[src/rtl/mux_operand_seq.sv]
// mux_operand_seq: collects operands A then B over one handshake bus,
// then presents them to the 2:1 mux and sweeps sel through 0 and 1.
module mux_operand_seq #(
    parameter int DW   = 4,
    parameter int HOLD = 2
) (
    input  logic          clk,
    input  logic          rst_n,
    input  logic          clear,
    input  logic [DW-1:0] in_data,
    input  logic          in_valid,
    output logic          in_ready,
    output logic [DW-1:0] a,
    output logic [DW-1:0] b,
    output logic          sel,
    output logic          out_valid,
    output logic          done
);

    typedef enum logic [1:0] {
        S_A,
        S_B,
        SEL0,
        SEL1
    } state_t;

    localparam logic [3:0] LAST = 4'(HOLD - 1);

    state_t        state;
    state_t        state_nxt;
    logic [3:0]    cnt;
    logic [3:0]    cnt_nxt;
    logic [DW-1:0] a_nxt;
    logic [DW-1:0] b_nxt;
    logic          sel_nxt;
    logic          cnt_last;

    assign cnt_last = (cnt == LAST);

    // Handshake and strobes decode from registered state/counter only.
    assign in_ready  = (state == S_A) || (state == S_B);
    assign out_valid = (state == SEL0) || (state == SEL1);
    assign done      = (state == SEL1) && cnt_last;

    // Next-state, operand capture and phase counter; clear overrides all.
    always_comb begin
        state_nxt = state;
        cnt_nxt   = cnt;
        a_nxt     = a;
        b_nxt     = b;
        unique case (state)
            S_A: begin
                if (in_valid) begin
                    a_nxt     = in_data;
                    state_nxt = S_B;
                end
            end
            S_B: begin
                if (in_valid) begin
                    b_nxt     = in_data;
                    cnt_nxt   = '0;
                    state_nxt = SEL0;
                end
            end
            SEL0: begin
                if (cnt_last) begin
                    cnt_nxt   = '0;
                    state_nxt = SEL1;
                end else begin
                    cnt_nxt = cnt + 4'd1;
                end
            end
            SEL1: begin
                if (cnt_last) begin
                    cnt_nxt   = '0;
                    state_nxt = S_A;
                end else begin
                    cnt_nxt = cnt + 4'd1;
                end
            end
            default: begin
                cnt_nxt   = '0;
                state_nxt = S_A;
            end
        endcase
        if (clear) begin
            state_nxt = S_A;
            cnt_nxt   = '0;
            a_nxt     = a;
            b_nxt     = b;
        end
        sel_nxt = (state_nxt == SEL1);
    end

    // State, counter, operand and select registers.
    always_ff @(posedge clk) begin
        if (!rst_n) begin
            state <= S_A;
            cnt   <= '0;
            a     <= '0;
            b     <= '0;
            sel   <= 1'b0;
        end else begin
            state <= state_nxt;
            cnt   <= cnt_nxt;
            a     <= a_nxt;
            b     <= b_nxt;
            sel   <= sel_nxt;
        end
    end

endmodule

[config.mk]
export PLATFORM = sky130hd
export DESIGN_NAME = mux_operand_seq
export DESIGN_NICKNAME = d
export VERILOG_FILES = /design/src/rtl/mux_operand_seq.sv
export SDC_FILE = /design/constraint.sdc
export NUM_CORES = 1
export LEC_CHECK = 0
export ABC_AREA = 1
export BUFFER_PORTS_ARGS = -buffer_cell sky130_fd_sc_hd__buf_4
export CORE_MARGIN = 1
export CORE_UTILIZATION = 47
export DETAILED_ROUTE_END_ITERATION = 7
export HOLD_SLACK_MARGIN = 0.12
export PLACE_DENSITY = 0.73
export SLEW_MARGIN = 20
export SYNTH_ARGS = -nofsm -noshare
export SYNTH_HDL_FRONTEND = slang
export SYNTH_SLANG_ARGS = --single-unit
[constraint.sdc]
create_clock -name clk -period 1.6 [get_ports clk]
set_clock_uncertainty 0.15 [all_clocks]
set_input_delay 0.32 -clock clk [delete_from_list [all_inputs] [get_ports clk]]
set_output_delay 0.32 -clock clk [all_outputs]
set_load 0.02 [all_outputs]
==> metrics.cfg, run 1 <==
[status]
run_status=finished, final reports clean

[clock_tree]
clk_latency_ps=280
clk_path_buf_depth=2
cts_buffers=3
htreeDepth=1
clockRootBuffer=clkbuf_4
clk_pin_slew_ps=90
clock_sinks=15
cts_tree=done

[sta]
whs_ps=123.8
final-setup-viol-count=0
rsz0062_at_grt=true
slew_headroom_pct=75.17
finalMaxSlewViolations=0
hold_viol_final=0
worst_slew_pin_slew_ps=372.5
min_period_ps=1593
post-route-period-util_pct=99.56
max_freq_ghz=0.6278

[worst_setup_path]
crit_type=reg -> out
start_kind=flop
critPathRequiredTime_ps=1130
cp-end-kind=output port
path_max_fanout=5
crit_arrival_ps=1120

[power_and_ir_drop]
seqPwrFrac_pct=56.3
p_sw_uw=176.8
p_clk_share_pct=30.6
power_density_mw_per_mm2=724.2
irDropWorstVdd_mv=0.5544
swShare_pct=25.47
cellLeakagePower_uw=0.0004628
p_int_uw=517.3
total_power_uw=694.1
combPwrFrac_pct=13.1

[global_routing]
grt_overflow=0
busiest_layer=met2
met2_usage_pct=35.42
grt_pass1_vias=563
grt_max_degree=10
grt_use_total_pct=20.57
met1_usage_pct=23.18
antenna_found_initial=0
grtUsageMet3_pct=3.409
grt_pass1_wl_mm=2.118

[synthesis]
synth.avg_cell_area_um2=7.550
synth_cells=87
synth_cell_types=18
syn_area_um2=656.9
ys_ff_latch=15
seq_area_frac_synth_pct=45.71
syn_nets=97
yosysWarnings=0

[placement]
placed_cells=120
postPlaceCellArea_um2=814.5
numPortBuffers=19
place_congestion=0.7025
hpwl_um=915.6

[drt]
drc=0
firstDrtPassIters=2
drt-initial-drc-count=3
wl_mm=1.357
wire_per_inst_um=10.13
vias=631
via_per_inst=4.709
detail-route-antenna-nets=0

[cells_and_area]
fillers=109
drive_above_1_share_pct=42.02
area_growth_pct=45.90
register_area_um2=307.8
multiInputGateArea_um2=326.6
final_util_pct=73.65
fin_nets=130
fin_area_um2=958.4
diodes=0
finalNonFillerCells=134

[floorplan]
dieArea_mm2=0.001551
die_w_um=39.39
die_h_um=39.39
core_area_mm2=0.001301
pin_count=20
initial_utilization_pct=50.48
rows=13

[run]
drv_cap=0

[hold_path]
hold_class=in -> reg

==> through the flow <==
step / setup TNS [ps] / setup slack [ps]
2_1_floorplan: 0 / 294.9
3_3_place_gp: 0 / 226.2
3_5_place_dp: 0 / 193.1
4_1_cts: 0 / 6.809
5_1_grt: -61.15 / -61.15
6_report: 0 / 7.090
==> synthesized netlist by cell type <==
cell      instances  area share (%)
inv_2             4             2.3
nor2_2            4             3.8
o21ai_1           1            0.76
o21a_1            1             1.1
clkbuf_1          1            0.57
nand3_2           2             3.0
nand4_1           2             1.9
o21bai_1          1             1.1
ha_1              2             3.8
nand2_2           3             2.9
a21oi_1           4             3.0
o21ai_0           8             6.1
nand3_1           4             3.0
nand2_1           5             2.9
inv_1             9             5.1
xor2_1            1             1.3
dfxtp_1          15              46
nor2_1           20              11
==> metal layers <==
layer / part of all wire, % / up-vias / routed length, um
met3: 3.2 / 2 / 44
met4: 0.37 / 0 / 5
met5: 0 / - / 0
met1: 45 / 277 / 616
met2: 51 / 13 / 689
li1: - / 339 / -
==> final timing paths <==
path                             from           endpoint  slack [ps]  depth (start not counted)
hold reg to reg     b[0]$_SDFFE_PN0P_  b[0]$_SDFFE_PN0P_         370                          2
setup / recovery  cnt[2]$_SDFFE_PP0P_               done           7                          4
setup reg to reg  cnt[2]$_SDFFE_PP0P_     sel$_SDFF_PN0_         110                          8
hold / removal             in_data[3]  b[3]$_SDFFE_PN0P_         120                          3
==> state kept, by name (all words and copies together), names as in the netlist <==
signal / count
sel: 1
b: 4
cnt: 4
a: 4
state: 2
==> kinds of logic after synthesis <==
family                     Yosys count  share of synthesized area [%]
and+or+nand+nor                     40                          28.95
AOI/OAI and AO/OA                   15                          12.19
adders and majority gates            2                          3.809
DFF                                 15                          45.71
xor gates and xnor gates             1                          1.334
buffers and inverters               14                          7.998
==> cell usage in the layout (no fill, tap or decap), drive strengths merged <==
cell | netlist | routed
clkinv | 0 | 1
clkbuf | 1 | 3
nand3 | 6 | 6
inv | 13 | 13
dlygate4sd3 | 0 | 3
o21ai | 9 | 9
nor2 | 24 | 24
xor2 | 1 | 1
buf | 0 | 26
ha | 2 | 2
a21oi | 4 | 4
o21bai | 1 | 1
nand2 | 8 | 8
dfxtp | 15 | 15
nand4 | 2 | 2
o21a | 1 | 1
==> worst max-delay path, cell delays in order, from the launching register on <==
cell	delay, ps
dfxtp_2	370
nor2_4	130
nand4_1	130
inv_1	100
buf_6	120
==> cell type report <==
class                      count  share of cell area [%]
tap                           15                   1.958
clock buffer                   3                   2.350
timing repair buffer          29                   23.89
clock inverter                 1                  0.5222
sequential                    15                   32.11
inverter                      13                   5.091
multi-input combinational     58                   34.07
==> power groups by stage <==
stage / Combinational [uW] / Clock [uW] / Sequential (uW)
2_1_floorplan: 32.9 / 0 / 412
3_3_place_gp: 83.5 / 0 / 401
3_5_place_dp: 83.9 / 0 / 401
4_1_cts: 90.4 / 223 / 392
5_1_grt: 100 / 230 / 393
6_report: 90.9 / 213 / 391
==> what timing repair did <==
item | in CTS | in global routing
pin swaps | 1 | 0
endpoints found under the hold margin | 4 | 0
setup buffers | 6 | 1
hold buffers | 3 | 0
resized for setup | 7 | 4
endpoints found under the setup margin | 1 | 3
(Power assumes the default switching activity.)
==> run 2: changes to the inputs <==
RECOVER_POWER = 25   (was default)
==> run 2 against run 1 <==
Effect of this change: global-route usage unchanged; final cell count unchanged; sequential power about the same; setup slack about the same; count of clock-buffer cells in the layout unchanged; flip-flop and latch count unchanged; critical path depth unchanged; non-clock buffer count unchanged; combinational power down 3.0%; via count up 0.32%; sequential share of layout area up 0.47 points; critical path type unchanged; critical endpoint unchanged; highest routed layer unchanged.
==> metrics.cfg, run 2 (synthesis results as in run 1) <==
[status]
run_status=finished, final reports clean

[power_and_ir_drop]
irDropWorstVdd_mv=0.5587
cellLeakagePower_uw=0.0004504
total_power_uw=690.3
power_density_mw_per_mm2=730.7

[clock_tree]
htreeDepth=1
clockRootBuffer=clkbuf_4
clk_path_buf_depth=2
cts_buffers=3
clk_latency_ps=280
clk_pin_slew_ps=90
cts_tree=done
clock_sinks=15

[drt]
vias=633
via_per_inst=4.724
firstDrtPassIters=2
wl_mm=1.355
wire_per_inst_um=10.11
drt-initial-drc-count=4
drc=0
detail-route-antenna-nets=0

[worst_setup_path]
start_kind=flop
critPathRequiredTime_ps=1130
path_max_fanout=5
crit_type=reg -> out
slowest_delay_ps=370
cp-end-kind=output port
cp_slowest_cell=dfxtp_2
crit_chain=nor2_4 -> nand4_1 -> inv_1 -> buf_6
crit_arrival_ps=1120

[floorplan]
pin_count=20
die_h_um=39.39
initial_utilization_pct=50.48
dieArea_mm2=0.001551
die_w_um=39.39
rows=13
core_area_mm2=0.001301

[cells_and_area]
reg_top3=a x4, b x4, cnt x4
most-common-layout-cells=buf_4, nor2_1, dfxtp_1, inv_1, o21ai_0
final_common_cell=buf_4
register_area_um2=307.8
fillers=108
fin_nets=130
final_util_pct=72.60
area_growth_pct=43.81
diodes=0
multiInputGateArea_um2=324.1
drive_above_1_share_pct=38.66

[sta]
fin_tns_setup_ps=0
min_period_ps=1593
slew_headroom_pct=75.17
setup_slack_ps=7.221
max_freq_ghz=0.6278
hold_viol_final=0
finalMaxSlewViolations=0
rsz0062_at_grt=true
final-setup-viol-count=0
post-route-period-util_pct=99.55
worst_slew_pin_slew_ps=372.5
whs_ps=125.2

[global_routing]
grt_use_total_pct=20.57
grt_max_degree=10
grt_pass1_vias=563
grt_overflow=0
grt_pass1_wl_mm=2.118
antenna_found_initial=0

[placement]
hpwl_um=915.6
place_congestion=0.7025
dp_slack_ps=193.1
numPortBuffers=19

[run]
drv_cap=0

[hold_path]
hold_class=in -> reg

[run 2: worst paths after layout]
check	startpoint	end	slack (ps)	cells after the start
hold reg to reg	b[0]$_SDFFE_PN0P_	b[0]$_SDFFE_PN0P_	370	2
setup reg to reg	cnt[2]$_SDFFE_PP0P_	sel$_SDFF_PN0_	100	8
hold / removal	in_data[3]	b[3]$_SDFFE_PN0P_	130	3
setup / recovery	cnt[2]$_SDFFE_PP0P_	done	7	4
[run 2: report_power, final]
part	total [uW]	switching (uW)	internal (uW)
Clock	211	119	92.7
Sequential	391	7.35	383
Combinational	88.2	49.1	39.2
Total	690	175	515
[run 2: stage by stage]
step | cell area (um2) | cells
after CTS | 937.1 | 133
after global routing | 944.7 | 134
final | 944.7 | 134
after global placement | 814.5 | 120
after floorplan | 656.9 | 87
after detailed placement | 814.5 | 120
[run 2: critical path, delay by kind of cell (launching register included)]
family                 cells  cell delay, ps
buffers and inverters      2             220
flip-flops                 1             370
AND/OR/NAND/NOR            2             260
[run 2: per-layer routing]
| layer | track usage, % | vias up | wire length, um |
|---|---|---|---|
| met3 | 3.409 | 2 | 46 |
| met5 | 0 | - | 0 |
| li1 | - | 340 | - |
| met4 | 12.93 | 0 | 5 |
| met1 | 23.18 | 278 | 613 |
| met2 | 35.42 | 13 | 690 |
[run 2: what timing repair did]
action | 4_1_cts | 5_1_grt
hold endpoints to repair | 4 | 0
setup endpoints to repair | 1 | 3
pin swaps | 1 | 0
setup buffers | 6 | 1
gates resized for setup | 7 | 4
hold buffers | 3 | 0
[run 2: layout make-up]
cell class / instances / area share, %
Inverter: 13 / 5.166
Clock buffer: 3 / 2.384
Clock inverter: 1 / 0.5298
Multi-Input combinational cell: 58 / 34.30
Tap cell: 15 / 1.987
Sequential cell: 15 / 32.58
Timing Repair Buffer: 29 / 23.05
